<file path="config.mk">
export PLATFORM = sky130hd
export DESIGN_NAME = rr_demux_arbiter_flat
export DESIGN_NICKNAME = d
export VERILOG_FILES = /design/src/rtl/rr_demux_arbiter_pkg.sv /design/src/rtl/rr_demux_arbiter_if.sv /design/src/rtl/rr_demux_arbiter_pick8.sv /design/src/rtl/rr_demux_arbiter.sv /design/src/flat_wrapper.sv
export SDC_FILE = /design/constraint.sdc
export NUM_CORES = 1
export LEC_CHECK = 0
export CORE_MARGIN = 8
export CORE_UTILIZATION = 54
export CTS_CLUSTER_DIAMETER = 100
export DETAILED_ROUTE_END_ITERATION = 8
export GPL_ROUTABILITY_DRIVEN = 0
export GPL_TIMING_DRIVEN = 0
export PLACE_DENSITY = 0.89
export SYNTH_ARGS = -nofsm -noshare
export SYNTH_HDL_FRONTEND = slang
export SYNTH_HIERARCHICAL = 1
export SYNTH_SLANG_ARGS = --single-unit
</file>
<file path="constraint.sdc">
create_clock -name clk -period 5.1 [get_ports clk]
set_clock_uncertainty 0.1 [all_clocks]
set_input_delay 1.02 -clock clk [delete_from_list [all_inputs] [get_ports clk]]
set_output_delay 1.02 -clock clk [all_outputs]
set_load 0.01 [all_outputs]
</file>
<file path="src/rtl/rr_demux_arbiter_pkg.sv">
`default_nettype none
// ============================================================================
// Module   : rr_demux_pkg
// Brief    : Shared types and sizes for the round-robin demux arbiter.
// Revision : 1.0 - initial release
// ============================================================================
package rr_demux_pkg;

    localparam int NUM_REQ = 8;
    localparam int IDX_W   = 3;

    typedef logic [NUM_REQ-1:0] req_vec_t;
    typedef logic [IDX_W-1:0]   idx_t;

    typedef enum logic [0:0] {
        IDLE  = 1'b0,
        GRANT = 1'b1
    } arb_state_t;

endpackage
`default_nettype wire

</file>
<file path="src/rtl/rr_demux_arbiter_if.sv">
`default_nettype none
// ============================================================================
// Module   : rr_demux_arbiter_if
// Brief    : Request/grant bundle between requesters and the arbiter.
// Revision : 1.0 - initial release
// ============================================================================
interface rr_demux_arbiter_if;
    import rr_demux_pkg::*;

    logic     en;
    req_vec_t req;
    req_vec_t grant;
    idx_t     grant_idx;
    logic     grant_valid;
    logic     preempt;

    modport master (
        output en,
        output req,
        input  grant,
        input  grant_idx,
        input  grant_valid,
        input  preempt
    );

    modport slave (
        input  en,
        input  req,
        output grant,
        output grant_idx,
        output grant_valid,
        output preempt
    );

endinterface
`default_nettype wire

</file>
<file path="src/rtl/rr_demux_arbiter_pick8.sv">
`default_nettype none
// ============================================================================
// Module   : rr_pick8
// Brief    : Cyclic first-set-bit finder starting at a pointer position.
// Revision : 1.0 - initial release
// ============================================================================
module rr_pick8
    import rr_demux_pkg::*;
(
    input  req_vec_t i_cand,
    input  idx_t     i_ptr,
    output logic     o_found,
    output idx_t     o_idx
);

    logic [2*NUM_REQ-1:0] w_dbl;
    req_vec_t             w_rot;
    idx_t                 w_off;

    // Rotate so the pointer position lands on bit 0, then encode the lowest set bit.
    assign w_dbl = {i_cand, i_cand} >> i_ptr;
    assign w_rot = w_dbl[NUM_REQ-1:0];

    always_comb begin
        w_off = '0;
        for (int i = NUM_REQ - 1; i >= 0; i--) begin
            if (w_rot[i]) begin
                w_off = idx_t'(i);
            end
        end
    end

    assign o_found = |i_cand;
    assign o_idx   = i_ptr + w_off;

endmodule
`default_nettype wire

</file>
<file path="src/rtl/rr_demux_arbiter.sv">
`default_nettype none
// ============================================================================
// Module   : rr_demux_arbiter
// Brief    : 8-way round-robin arbiter with grant hold, hold-time preemption
//            and a registered one-hot grant for demux channel enables.
// Revision : 1.0 - initial release
// ============================================================================
module rr_demux_arbiter
    import rr_demux_pkg::*;
#(
    parameter int MAX_HOLD = 16,
    parameter int CNT_W    = (MAX_HOLD < 1) ? 1 : $clog2(MAX_HOLD + 1)
) (
    input  logic               clk,
    input  logic               rst,
    rr_demux_arbiter_if.slave  bus
);

    localparam bit               c_HOLD_LIMITED = (MAX_HOLD != 0);
    localparam logic [CNT_W-1:0] c_HOLD_LAST    = (MAX_HOLD < 1) ? '0 : CNT_W'(MAX_HOLD - 1);

    arb_state_t       r_state;
    idx_t             r_idx;
    idx_t             r_ptr;
    logic             r_valid;
    logic             r_preempt;
    logic [CNT_W-1:0] r_hold_cnt;

    req_vec_t w_cur_mask;
    req_vec_t w_cand;
    idx_t     w_pick_ptr;
    logic     w_found;
    idx_t     w_pick_idx;
    logic     w_holding;
    logic     w_timeout;

    // While granted, the holder is masked out and the scan starts just past it;
    // on release the holder's bit is already clear so the same path serves both.
    assign w_cur_mask = req_vec_t'(1) << r_idx;
    assign w_cand     = (r_state == GRANT) ? (bus.req & ~w_cur_mask) : bus.req;
    assign w_pick_ptr = (r_state == GRANT) ? (r_idx + idx_t'(1)) : r_ptr;
    assign w_holding  = bus.req[r_idx];
    assign w_timeout  = c_HOLD_LIMITED && (r_hold_cnt == c_HOLD_LAST);

    rr_pick8 u_pick (
        .i_cand  (w_cand),
        .i_ptr   (w_pick_ptr),
        .o_found (w_found),
        .o_idx   (w_pick_idx)
    );

    always_ff @(posedge clk) begin
        if (rst) begin
            r_state    <= IDLE;
            r_idx      <= '0;
            r_ptr      <= '0;
            r_valid    <= 1'b0;
            r_preempt  <= 1'b0;
            r_hold_cnt <= '0;
        end else begin
            r_preempt <= 1'b0;
            case (r_state)
                IDLE: begin
                    if (bus.en && w_found) begin
                        r_state    <= GRANT;
                        r_idx      <= w_pick_idx;
                        r_valid    <= 1'b1;
                        r_hold_cnt <= '0;
                    end
                end
                GRANT: begin
                    if (!w_holding) begin
                        r_ptr <= w_pick_ptr;
                        if (bus.en && w_found) begin
                            r_idx      <= w_pick_idx;
                            r_hold_cnt <= '0;
                        end else begin
                            r_state <= IDLE;
                            r_idx   <= '0;
                            r_valid <= 1'b0;
                        end
                    end else if (w_timeout) begin
                        // A sole (or enable-blocked) holder is re-granted in place.
                        r_preempt  <= 1'b1;
                        r_ptr      <= w_pick_ptr;
                        r_hold_cnt <= '0;
                        if (bus.en && w_found) begin
                            r_idx <= w_pick_idx;
                        end
                    end else begin
                        r_hold_cnt <= r_hold_cnt + CNT_W'(1);
                    end
                end
                default: r_state <= IDLE;
            endcase
        end
    end

    assign bus.grant       = r_valid ? w_cur_mask : '0;
    assign bus.grant_idx   = r_idx;
    assign bus.grant_valid = r_valid;
    assign bus.preempt     = r_preempt;

endmodule
`default_nettype wire

</file>
<file path="src/flat_wrapper.sv">
// flat-port wrapper written by rule: the top's interface ports become plain ports
module rr_demux_arbiter_flat import rr_demux_pkg::*;
#(
    parameter int MAX_HOLD = 16,
    parameter int CNT_W    = (MAX_HOLD < 1) ? 1 : $clog2(MAX_HOLD + 1)
)
  (clk, rst, bus_en, bus_req, bus_grant, bus_grant_idx, bus_grant_valid, bus_preempt);
  rr_demux_arbiter_if bus_i ();
  input  logic clk;
  input  logic rst;
  input wire logic [$bits(bus_i.en)-1:0] bus_en;
  input wire logic [$bits(bus_i.req)-1:0] bus_req;
  output wire logic [$bits(bus_i.grant)-1:0] bus_grant;
  output wire logic [$bits(bus_i.grant_idx)-1:0] bus_grant_idx;
  output wire logic [$bits(bus_i.grant_valid)-1:0] bus_grant_valid;
  output wire logic [$bits(bus_i.preempt)-1:0] bus_preempt;
  assign bus_i.en = bus_en;
  assign bus_i.req = bus_req;
  assign bus_grant = bus_i.grant;
  assign bus_grant_idx = bus_i.grant_idx;
  assign bus_grant_valid = bus_i.grant_valid;
  assign bus_preempt = bus_i.preempt;
  rr_demux_arbiter #(.MAX_HOLD(MAX_HOLD), .CNT_W(CNT_W)) u_core (.clk(clk), .rst(rst), .bus(bus_i));
endmodule
</file>
# --- Word-level counts from Yosys, hierarchy flattened ---
# Index checks and enable logic that the tools add are counted.
classes:
  n_addsub: 3
  order_cmp: 1
  n_eq_ne: 6
  shifts: 2
  n_mux: 32
  bitwise: 4
  reduce_logical: 5
op_table:
  columns: ["op", "count"]
  rows:
  - ["3-bit two-way mux", 15]
  - ["8-bit two-way mux", 2]
  - ["16-bit by 3-bit >> shifter with 8-bit output", 1]
  - ["5-bit two-way mux", 3]
  - ["5-bit case mux with 2 select lines", 1]
  - ["8-bit AND", 1]
  - ["8-bit inverter", 1]
  - ["8-bit OR reduction", 1]
  - ["1-bit by 3-bit left shift with 8-bit output (first input constant)", 1]
  - ["1-bit two-way mux", 7]
  - ["2-bit != test (second input constant)", 3]
  - ["3-bit case mux with 2 select lines", 1]
  - ["5-bit by 1-bit adder with 5-bit output (second input constant)", 1]
  - ["5-bit by 4-bit == test with 1-bit output (second input constant)", 1]
  - ["3-bit by 4-bit < comparator with 1-bit output (second input constant)", 1]
  - ["1-bit case mux with 2 select lines", 2]
  - ["3-bit by 1-bit adder with 3-bit output (second input constant)", 1]
  - ["3-bit adder", 1]
  - ["1-bit binary-select mux with 3-bit select", 1]
  - ["3-bit != test (second input constant)", 1]
  - ["3-bit AND reduction", 1]
  - ["3-bit OR reduction", 1]
  - ["2-bit by 1-bit != test with 1-bit output (second input constant)", 1]
  - ["1-bit inverter", 2]
  - ["2 further kinds", 2]
totals:
  reg_bits: 14
  elab_cells: 59

# --- Logic depth before layout (Yosys ltp) ---
# Gate-level depths: netlist (run 1).
logic_depth:
  depth_word: 18
  mapped_depth: 16
  depth_no_buf: 14

# --- By module ---
# The synthesis (run 1) kept the hierarchy.
by_module_without_submodules:
  columns: ["mod", "n_inst", "cells_per_inst", "area_per_inst_um2", "seq_area_each_um2"]
  rows:
  - ["rr_demux_arbiter", 1, 109, 974.7, 280.3]
  - ["rr_pick8", 1, 50, 519.2, 0.0]

# --- Worst setup path after synthesis (run 1) ---
# Ideal clock, no wire load.
synth_timing:
  path_kind: "register to register"
  startpoint: "register u_core.r_state"
  endpoint: "register u_core.r_idx[2] (netlist: u_core/bus.grant_idx[2])"
  arrival_ns: 3.496
  path_slack_ns: 1.387
  stages_incl_launch_ff: 16
  path_buffers: 2
  path_cell_list: "dfxtp_1 clkbuf_1 inv_1 mux2_2 buf_6 mux4_1 mux2i_1 o311ai_0 a21bo_2 a31oi_1 ha_1 inv_1 fa_1 xnor2_1 xnor2_1 a22o_2"
synth_between:
  elab_chain_cells: 15
  word_cells_on_any_way: 21
  classes_between: "add/sub (1); eq/ne (1); shift (1); mux (15); bitwise (1); reduce/logical (2)"
synth_lines:
  columns: ["item", "line_no", "source"]
  rows:
  - ["start: declaration", "rr_demux_arbiter.sv:22", "arb_state_t r_state;"]
  - ["start signal: assignment", "rr_demux_arbiter.sv:54", "r_state <= IDLE;"]
  - ["start signal: assignment", "rr_demux_arbiter.sv:65", "r_state <= GRANT;"]
  - ["start signal: assignment", "rr_demux_arbiter.sv:78", "r_state <= IDLE;"]
  - ["3-bit two-way mux *", "rr_demux_arbiter.sv:41", "assign w_pick_ptr = (r_state == GRANT) ? (r_idx + idx_t'(1)) : r_ptr;"]
  - ["via u_core.w_pick_ptr[0]", "rr_demux_arbiter.sv:31", "idx_t w_pick_ptr;"]
  - ["16-bit by 3-bit >> shifter with 8-bit output", "rr_demux_arbiter_pick8.sv:21", "assign w_dbl = {i_cand, i_cand} >> i_ptr;"]
  - ["3-bit two-way mux (8 in series)", "rr_demux_arbiter_pick8.sv:27", "if (w_rot[i]) begin"]
  - ["3-bit adder *", "rr_demux_arbiter_pick8.sv:34", "assign o_idx = i_ptr + w_off;"]
  - ["via u_core.w_pick_idx[2]", "rr_demux_arbiter.sv:33", "idx_t w_pick_idx;"]
  - ["3-bit two-way mux", "rr_demux_arbiter.sv:64, rr_demux_arbiter.sv:87", null]
  - ["3-bit two-way mux", "rr_demux_arbiter.sv:82", "end else if (w_timeout) begin"]
  - ["3-bit two-way mux", "rr_demux_arbiter.sv:72", "if (!w_holding) begin"]
  - ["3-bit case mux with 2 select lines *", "rr_demux_arbiter.sv:62", "case (r_state)"]
  - ["end signal: assignment", "rr_demux_arbiter.sv:66", "r_idx <= w_pick_idx;"]
  - ["end signal: assignment", "rr_demux_arbiter.sv:75", "r_idx <= w_pick_idx;"]
  - ["end signal: assignment", "rr_demux_arbiter.sv:88", "r_idx <= w_pick_idx;"]
  - ["end: declaration", "rr_demux_arbiter.sv:23", "idx_t r_idx;"]
# The timed path passes the listed nets; every way through them passes the cells marked *. The select of a mux whose other input is x is not followed.
# A chain may end at the register's enable or synchronous reset.

# --- Final worst setup path (run 1) ---
layout_timing:
  startpoint: "input port bus_req[6]"
  endpoint: "register u_core.r_idx[2] (netlist: u_core/bus.grant_idx[2])"
layout_between:
  elab_chain_cells: 16
  word_cells_on_any_way: 22
  classes_between: "add/sub (1); eq/ne (1); shift (1); mux (16); bitwise (1); reduce/logical (2)"
layout_lines:
  columns: ["item", "line_no", "source"]
  rows:
  - ["start: declaration", "flat_wrapper.sv:12", "input wire logic [$bits(bus_i.req)-1:0] bus_req;"]
  - ["8-bit AND", "rr_demux_arbiter.sv:40", "assign w_cand = (r_state == GRANT) ? (bus.req & ~w_cur_mask) : bus.req;"]
  - ["8-bit two-way mux *", "rr_demux_arbiter.sv:40", null]
  - ["via u_core.w_cand[6]", "rr_demux_arbiter.sv:30", "req_vec_t w_cand;"]
  - ["16-bit by 3-bit >> shifter with 8-bit output *", "rr_demux_arbiter_pick8.sv:21", null]
  - ["3-bit two-way mux (7 in series)", "rr_demux_arbiter_pick8.sv:27", null]
  - ["3-bit two-way mux *", "rr_demux_arbiter_pick8.sv:27", null]
  - ["3-bit adder *", "rr_demux_arbiter_pick8.sv:34", null]
  - ["via u_core.w_pick_idx[2]", "rr_demux_arbiter.sv:33", null]
  - ["3-bit two-way mux", "rr_demux_arbiter.sv:64, rr_demux_arbiter.sv:87", null]
  - ["3-bit two-way mux", "rr_demux_arbiter.sv:82", null]
  - ["3-bit two-way mux", "rr_demux_arbiter.sv:72", null]
  - ["3-bit case mux with 2 select lines *", "rr_demux_arbiter.sv:62", null]
# Marked as above.

==> results.toml, run 1 <==
[hold_path]
min_from = "u_core/r_hold_cnt[4]"
hold_path.class = "flop to flop"
hold-path-endpoint = "u_core/r_hold_cnt[4]"
whs_path_depth = 2

[synth]
syn_area_um2 = 1490
yosysSeqAreaShare_pct = 18.8
synth_edf_count = 0
yosysWarnings = 6
ys_top_cells_by_count = "dfxtp_1, mux2i_1, nor2_1, inv_1, nand3_1"
syn-instance-count = 159
yosysUniqueCellTypes = 46
synthTopCellsByArea = "dfxtp_1, mux4_1, mux2i_1, ha_1, a21boi_0"
synthFlopType = "dfxtp_1"
synth_most_common_cell = "dfxtp_1"
ys_seq_elements = 14
postSynthAreaPerCell_um2 = 9.40
syn-num-nets = 179
yosys.area.top_type_share_pct = 18.8
synthArstFlopShare_pct = 0
synth_top_area_cell = "dfxtp_1"

[critical_path]
worstSetupEndpointType = "flop"
crit_chain = "clkdlybuf4s50_1 -> a21boi_0 -> mux4_1 -> mux2i_1 -> o311ai_0 -> a21bo_2 -> a31oi_1 -> ha_1 -> inv_1 -> fa_1 -> xnor2_1 -> xnor2_1 -> a22o_2"
worstReg2RegEnd = "u_core/bus.grant_idx[2]"
worstPathArrival_ns = 4.32
critPathTopFamily = "compound AO/OA/AOI/OAI gates"
cpMaxStageDelayCell = "mux4_1"
rr_worst_depth = 15
critPathMostFrequentCell = "xnor2_1"
rrSetupSlack_ns = 0.87
crit_path_start_kind = "primary input"
crit_buf_inv = 2
path_class = "primary input to flop"
critPathMaxStageDelay_ns = 0.59
required_ns = 5.17
timing.rr.start = "u_core/r_state"
crit_fanout = 6

[global_routing]
grt_util_met1_pct = 18.6
top_usage_layer = "met2"
grt_pass1_wl_um = 6490
met2_usage_pct = 33.9
first_global_vias = 1475
antenna_found_initial = 0
grt.met3_usage_pct = 4.85
grt_overflow = 0
grtUsageTotal_pct = 17.5
grt_max_degree = 11

[cts]
cts_sinks = 14
cts_resized = 0
htree_levels = 1
worstSkewPairLatency_ns = 0.27
cts_tree = "yes"
cts_hold_buf = 0
clkTransAtPathRegs_ns = 0.08
cts_buffer_depth = 2
cts_setup_buffers = 0
numCtsBuffers = 3
cts-root-buf = "clkbuf_4"

[sta]
setup_tns_ns = 0
fin_crit_sh_pct = 83.2
relSlewSlack_pct = 57.3
rsz0062_at_grt = "false"
max_freq_mhz = 236
worst_pin_slew_ns = 0.635
setup_ws_ns = 0.858
post-route-min-period_ns = 4.24
finalHoldViolations = 0
setup_viol = 0
drv_slew = 0

[routing]
num_vias = 1363
viasPerCell = 6.28
drc = 0
wl_per_cell_um = 17.6
drt_iter0_drc = 87
drt_wl_total_um = 3830
postRouteAntennaNets = 0
drtPass1Iterations = 4

[power_and_ir_drop]
comb_power_share_pct = 70.4
power_density_nw_per_um2 = 438
power_switching_uw = 348
p_leak_nw = 0.690
pwr-share-seq_pct = 19.8
peakVddDrop_mv = 0.360
clkPwrFrac_pct = 9.8
power.total_uw = 788
switching_share_pct = 44.2
p_int_uw = 440

[floorplan]
fp.dieW_um = 68.6
start_util_pct = 55.6
coreArea_um2 = 2690
dieArea_um2 = 4710
dieHeight_um = 68.6
io_pins = 24
num_rows = 19

[place]
dpl_worst_slack_ns = 0.600
hpwl_um = 3120
placed_cell_area_um2 = 1760
portBuffers = 23

[layout]
area_growth_pct = 20.4
final_util_pct = 67.0
fin_nets = 207
diodes = 0
drive_gt1_share_pct = 14.0
final_area_um2 = 1800

[outcome]
status = "complete, no violations"

[flow_run]
drv_cap = 0
==> worst max path at each step <==
stage                   startpoint                      end  slack (ns)  cells past startpoint
finish                  bus_req[6]  u_core/bus.grant_idx[2]        0.86                     13
global route        u_core/r_state  u_core/bus.grant_idx[2]        0.56                     15
CTS                     bus_req[6]  u_core/bus.grant_idx[2]        0.88                     13
detailed placement      bus_req[6]  u_core/bus.grant_idx[2]        0.60                     13
global placement        bus_req[7]  u_core/bus.grant_idx[2]        0.67                     13
floorplan           u_core/r_state  u_core/bus.grant_idx[2]        1.39                     15
==> through the flow <==
step           instances  hold WS, ns
2_1_floorplan        159        0.323
6_report             217        0.366
3_5_place_dp         213        0.342
3_3_place_gp         213        0.332
5_1_grt              217        0.369
4_1_cts              217        0.356
==> cells in the final DEF (no fill, tap or decap), types with 5 or more instances in the layout <==
cell / count
a21boi_0: 8
and2_1: 6
ha_1: 8
dfxtp_1: 14
mux4_1: 7
nand3_1: 9
a21oi_1: 5
inv_1: 10
clkdlybuf4s50_1: 23
nand2_1: 8
nor2_1: 11
mux2i_1: 12
mux2_2: 5
==> cell families (layout without fill, tap and decap cells) <==
| group | Yosys count | in the layout | synth area share (%) |
|---|---|---|---|
| mux | 25 | 25 | 25.1 |
| flops | 14 | 14 | 18.8 |
| simple gates | 53 | 53 | 19.7 |
| compound gates | 37 | 37 | 20.7 |
| fa+ha+maj | 9 | 9 | 8.04 |
| xor+xnor | 2 | 2 | 1.17 |
| buf+inv | 19 | 46 | 6.53 |
==> area by class of cell <==
cell class,count,area [µm²]
Tap cell,31,38.8
Buffer,9,60.1
Sequential cell,14,280
Multi-Input combinational cell,126,1120
Clock buffer,4,36.3
Timing Repair Buffer,23,230
Fill cell,210,887
Inverter,10,37.5
==> layer usage <==
layer	vias to the layer above	wire, µm
met1	664	1560
met5	-	0
li1	654	-
met2	41	2030
met4	0	16
met3	4	223
==> worst register-to-register path: stages (launching register included) <==
cell      delay (ns)
dfxtp_1         0.39
clkbuf_1        0.36
inv_1           0.18
mux2_2          0.31
buf_6           0.16
mux4_1          0.59
mux2i_1         0.27
o311ai_0        0.20
a21bo_2         0.24
a31oi_1         0.19
ha_1            0.17
inv_1           0.05
fa_1            0.38
xnor2_1         0.20
xnor2_1         0.11
a22o_2          0.23
==> state kept, by name (all words and copies together), names as in the netlist <==
signal and count:
u_core/bus.preempt 1, u_core/r_state 1, u_core/bus.grant_valid 1, u_core/bus.grant_idx 3, u_core/r_ptr 3, u_core/r_hold_cnt 5
==> power by group through the flow <==
stage	Sequential, mW	Clock, mW	Combinational [mW]
floorplan	0.154	0	0.413
CTS	0.156	0.0787	0.553
detailed placement	0.159	0	0.549
global placement	0.156	0	0.521
finish	0.156	0.0768	0.555
global route	0.159	0.0867	0.607
(Power assumes the default switching activity.)
==> inputs of run 2 (changes only) <==
==> constraint.sdc (replaced) <==
create_clock -name clk -period 4.2 [get_ports clk]
set_clock_uncertainty 0.1 [all_clocks]
set_input_delay 0.84 -clock clk [delete_from_list [all_inputs] [get_ports clk]]
set_output_delay 0.84 -clock clk [all_outputs]
set_load 0.01 [all_outputs]
==> results.toml, run 2 (synthesis gave the netlist of run 1 again) <==
[floorplan]
fp.dieW_um = 68.6
dieHeight_um = 68.6
coreArea_um2 = 2690
num_rows = 19
start_util_pct = 55.6
dieArea_um2 = 4710
io_pins = 24

[layout]
diodes = 0
largest-register = "u_core/r_hold_cnt"
area_growth_pct = 21.2
fin_nets = 207
mostFrequentLayoutCell = "clkdlybuf4s50_1"
drive_gt1_share_pct = 17.2
final_util_pct = 67.4
final_cell_mix = "clkdlybuf4s50_1, dfxtp_1, nor2_1, mux2i_1, inv_1"
num-fill-cells = 210
largest_reg_flops = 5

[global_routing]
antenna_found_initial = 0
grtUsageTotal_pct = 17.5
grt_overflow = 0
grt_pass1_wl_um = 6490
grt_max_degree = 11
first_global_vias = 1475

[hold_path]
hold-path-endpoint = "u_core/r_ptr[0]"
whs_path_depth = 2
hold_path.class = "flop to flop"
min_from = "u_core/r_ptr[0]"

[routing]
drt_wl_total_um = 3930
viasPerCell = 6.32
drt_iter0_drc = 86
wl_per_cell_um = 18.1
num_vias = 1372
postRouteAntennaNets = 0
drc = 0
drtPass1Iterations = 4

[sta]
relSlewSlack_pct = 60.9
finalHoldViolations = 0
drv_slew = 0
max_freq_mhz = 253
worst_pin_slew_ns = 0.582
setup_tns_ns = 0
fin_crit_sh_pct = 94.2
post-route-min-period_ns = 3.96
setup_viol = 0
rsz0062_at_grt = "false"

[place]
hpwl_um = 3120
portBuffers = 23

[critical_path]
cpMaxStageDelayCell = "dfxtp_2"
path_class = "flop to flop"
timing.rr.start = "u_core/bus.grant_idx[0]"
rr_worst_depth = 16
worstReg2RegEnd = "u_core/bus.grant_idx[2]"
crit_path_start_kind = "flop"
crit_fanout = 10
crit_chain = "buf_6 -> inv_1 -> ha_1 -> mux2_2 -> buf_2 -> mux4_2 -> mux2i_4 -> o311ai_0 -> a21bo_2 -> a31oi_1 -> ha_1 -> inv_1 -> fa_1 -> xnor2_1 -> xnor2_1 -> a22o_2"
worstPathArrival_ns = 4.04
critPathTopFamily = "adder cells"
rrSetupSlack_ns = 0.24
required_ns = 4.28
worstSetupEndpointType = "flop"
critPathMaxStageDelay_ns = 0.39
crit_buf_inv = 4

[outcome]
status = "complete, no violations"

[cts]
cts_sinks = 14
cts-root-buf = "clkbuf_4"
cts_setup_buffers = 0
worstSkewPairLatency_ns = 0.28
cts_buffer_depth = 2
cts_hold_buf = 0
cts_tree = "yes"
htree_levels = 1
clkTransAtPathRegs_ns = 0.08
numCtsBuffers = 3

[power_and_ir_drop]
power_density_nw_per_um2 = 542
p_leak_nw = 0.686
peakVddDrop_mv = 0.452

[flow_run]
drv_cap = 0
## run 2: cell count changes in the layout (fill, tap and decap cells not counted)
| cell | change |
|---|---|
| a21boi_0 | -3 |
| a21boi_1 | +3 |
| dfxtp_1 | -2 |
| dfxtp_2 | +2 |
| mux4_1 | -2 |
| mux4_2 | +2 |
| clkbuf_1 | -1 |
| clkbuf_4 | +1 |
| mux2i_1 | -1 |
| mux2i_4 | +1 |
## run 2: worst max-delay path by stage
stage	slack, ns	endpoint	startpoint	depth (start not counted)
after global routing	0.03	u_core/bus.grant_idx[2]	u_core/bus.grant_idx[0]	16
after floorplan	0.49	u_core/bus.grant_idx[2]	u_core/r_state	15
after detailed placement	-0.12	u_core/bus.grant_idx[2]	bus_req[6]	13
after global placement	-0.05	u_core/bus.grant_idx[2]	bus_req[7]	13
after CTS	0.15	u_core/bus.grant_idx[2]	u_core/bus.grant_idx[0]	15
final	0.24	u_core/bus.grant_idx[2]	u_core/bus.grant_idx[0]	16
## run 2: power by group
group          switching, mW  internal (mW)
Clock                 0.0419         0.0527
Sequential            0.0347          0.158
Combinational          0.358          0.336
## run 2: layout make-up
| class | count | area, µm² | share of cell area [%] |
|---|---|---|---|
| Timing Repair Buffer | 23 | 230 | 12.7 |
| Sequential cell | 14 | 283 | 15.6 |
| Multi-Input combinational cell | 126 | 1120 | 61.9 |
| Buffer | 9 | 63.8 | 3.52 |
| Tap cell | 31 | 38.8 | 2.14 |
| Clock buffer | 4 | 36.3 | 2.00 |
| Inverter | 10 | 37.5 | 2.07 |
## run 2: routing by layer
| layer | track usage (%) | vias to the layer above | part of all wire [%] |
|---|---|---|---|
| met4 | 2.56 | 0 | 0.36 |
| met5 | 0 | - | 0 |
| met1 | 18.6 | 674 | 40 |
| met3 | 4.85 | 2 | 6.0 |
| met2 | 33.9 | 47 | 54 |
| li1 | - | 649 | - |
## run 2: stage by stage
step	cell area [µm²]	std cells	hold WS (ns)	worst slack, ns	power, mW
2_1_floorplan	1490	159	0.323	0.487	0.689
3_3_place_gp	1760	213	0.332	-0.0466	0.822
3_5_place_dp	1760	213	0.342	-0.120	0.859
4_1_cts	1800	217	0.356	0.152	0.956
5_1_grt	1810	217	0.401	0.0308	1.06
6_report	1810	217	0.408	0.242	0.982
## run 2: what timing repair did
action / in CTS / in global routing
gates resized for setup: 1 / 11
endpoints found under the setup margin: 1 / 1
cloned: 0 / 0
## run 2: tightest hold or removal path, cell delays in order (launching register included)
cell     delay [ns]
dfxtp_1        0.34
mux2i_1        0.07
nor2_1         0.07
==> inputs of run 3 (changes only) <==
--- a/config.mk
+++ b/config.mk
@@ -5,14 +5,14 @@
 export SDC_FILE = /design/constraint.sdc
 export NUM_CORES = 1
 export LEC_CHECK = 0
+export ABC_AREA = 0
 export CORE_MARGIN = 8
-export CORE_UTILIZATION = 54
-export CTS_CLUSTER_DIAMETER = 100
+export CORE_UTILIZATION = 53
+export CTS_CLUSTER_DIAMETER = 50
 export DETAILED_ROUTE_END_ITERATION = 8
 export GPL_ROUTABILITY_DRIVEN = 0
 export GPL_TIMING_DRIVEN = 0
 export PLACE_DENSITY = 0.89
 export SYNTH_ARGS = -nofsm -noshare
 export SYNTH_HDL_FRONTEND = slang
-export SYNTH_HIERARCHICAL = 1
 export SYNTH_SLANG_ARGS = --single-unit
==> results.toml, run 3 <==
[outcome]
status = "complete, no violations"

[synth]
syn-instance-count = 184
yosysWarnings = 0
synthTopCellsByArea = "dfxtp_1, ha_1, nand3_1, nor2_1, nand2_1"
synth_top_area_cell = "dfxtp_1"
ys_seq_elements = 14
synth_edf_count = 0
syn-num-nets = 204
postSynthAreaPerCell_um2 = 7.77
synthArstFlopShare_pct = 0
yosys.area.top_type_share_pct = 19.6
ys_top_cells_by_count = "nor2_1, nand3_1, dfxtp_1, nand2_1"
yosysSeqAreaShare_pct = 19.6
synthFlopType = "dfxtp_1"
syn_area_um2 = 1430
synth_most_common_cell = "nor2_1"
yosysUniqueCellTypes = 55

[cts]
worstSkewPairLatency_ns = 0.28
numCtsBuffers = 3
cts_sinks = 14
cts_buffer_depth = 2
cts_hold_buf = 0
htree_levels = 1
cts-root-buf = "clkbuf_4"
cts_tree = "yes"
clkTransAtPathRegs_ns = 0.08

[routing]
drt_iter0_drc = 134
postRouteAntennaNets = 0
drtPass1Iterations = 4
drc = 0
drt_wl_total_um = 4090
viasPerCell = 6.35
num_vias = 1562
wl_per_cell_um = 16.6

[sta]
setup_ws_ns = 0.302
drv_slew = 0
max_freq_mhz = 257
post-route-min-period_ns = 3.90
timing.hold.ws_ns = 0.377
fin_crit_sh_pct = 92.8
worst_pin_slew_ns = 0.521
finalHoldViolations = 0
setup_tns_ns = 0
setup_viol = 0
rsz0062_at_grt = "false"
relSlewSlack_pct = 64.8

[global_routing]
grt_overflow = 0
grt_pass1_wl_um = 6780
grt_max_degree = 11
antenna_found_initial = 0
first_global_vias = 1446
grtUsageTotal_pct = 18.4

[floorplan]
dieArea_um2 = 4620
num_rows = 19
fp.dieW_um = 67.9
dieHeight_um = 67.9
start_util_pct = 53.7
coreArea_um2 = 2660
io_pins = 24

[hold_path]
hold-path-endpoint = "u_core.r_hold_cnt[4]"
hold_path.class = "flop to flop"
whs_path_depth = 1
min_from = "u_core.r_hold_cnt[4]"

[layout]
mostFrequentLayoutCell = "clkdlybuf4s50_1"
largest-register = "u_core.r_hold_cnt"
regArea_um2 = 280
final_cell_mix = "clkdlybuf4s50_1, nor2_1, nand3_1"
final_util_pct = 66.5
num-fill-cells = 220
largest_reg_flops = 5
fin_nets = 236
diodes = 0
multi_input_area_um2 = 1090
drive_gt1_share_pct = 14.4
area_growth_pct = 23.8

[place]
portBuffers = 23
hpwl_um = 3220
dpl_worst_slack_ns = 0.0407

[power_and_ir_drop]
peakVddDrop_mv = 0.446
p_leak_nw = 0.713
power_density_nw_per_um2 = 405

[flow_run]
drv_cap = 0

[critical_path]
path_class = "flop to flop"
startpoint = "u_core.bus.grant_idx[1]"
worstReg2RegEnd = "u_core.bus.grant_idx[1]"
rrSetupSlack_ns = 0.30
crit_path_start_kind = "flop"
worstSetupEndpointType = "flop"
crit_fanout = 8
worstPathArrival_ns = 3.96
rr_worst_depth = 14
timing.rr.start = "u_core.bus.grant_idx[1]"
required_ns = 4.26
[run 3: changes by cell type after synthesis, moves of 6 or more]
cell     delta
nand3_1     +6
nor2_1      +6
nand2_1     +6
mux2i_1    -12
mux4_1      -7
nor3_1      +8
[run 3: layout make-up]
type	count	share of cell area, %
buffer	6	2.05
tap	31	2.19
inverter	7	1.63
timing repair buffer	27	14.7
sequential	14	15.8
clock buffer	4	2.05
multi-input combinational	157	61.6
[run 3: metal layers]
| layer | global-route usage, % | share of wire [%] | up-vias |
|---|---|---|---|
| li1 | - | - | 753 |
| met1 | 23.2 | 43 | 737 |
| met2 | 30.7 | 50 | 60 |
| met3 | 2.62 | 5.3 | 12 |
| met4 | 7.42 | 1.6 | 0 |
| met5 | 0 | 0 | - |
[run 3: per-stage QoR]
step                      instances  total power [mW]  area [µm²]
after global placement          238             0.584        1700
after global routing            246             0.773        1770
final                           246             0.716        1770
after CTS                       242             0.695        1740
after detailed placement        238             0.595        1700
after floorplan                 184             0.477        1430
[run 3: cell families after synthesis]
group,Yosys count,share of synthesized area (%)
xor gates and xnor gates,1,0.613
adders and majority gates,9,8.40
AOI/OAI and AO/OA,45,23.1
buffers and inverters,13,4.46
muxes,4,5.51
and+or+nand+nor,98,38.3
DFF,14,19.6
[run 3: how the worst max path moves through the flow]
| stage | end | slack, ns | depth (start not counted) |
|---|---|---|---|
| 2_1_floorplan | u_core.bus.grant_idx[1] | 0.61 | 15 |
| 3_3_place_gp | u_core.bus.grant_idx[2] | 0.09 | 14 |
| 3_5_place_dp | u_core.bus.grant_idx[2] | 0.04 | 14 |
| 4_1_cts | u_core.bus.grant_idx[1] | 0.25 | 12 |
| 5_1_grt | u_core.bus.grant_idx[1] | 0.04 | 15 |
| 6_report | u_core.bus.grant_idx[1] | 0.30 | 14 |
[run 3: power breakdown]
part	internal [mW]	switching (mW)
clock network	0.0528	0.0433
logic	0.201	0.252
registers	0.146	0.0208
total	0.400	0.316
[run 3: timing repair]
item,in CTS,in global routing
buffers inserted,0,4
resized for setup,0,5
setup endpoints to repair,0,2
[run 3: worst max-delay path, cell delays in order, from the launching register on]
cell and delay [ns]:
dfxtp_1 0.54, inv_1 0.12, ha_1 0.32, mux2i_4 0.30, inv_4 0.13, nor3_4 0.20, a22o_1 0.19, nor3_1 0.07
or4_4 0.55, nand2b_1 0.16, a21boi_0 0.24, fa_1 0.47, and3_1 0.17, a31oi_1 0.16, nor2_1 0.06
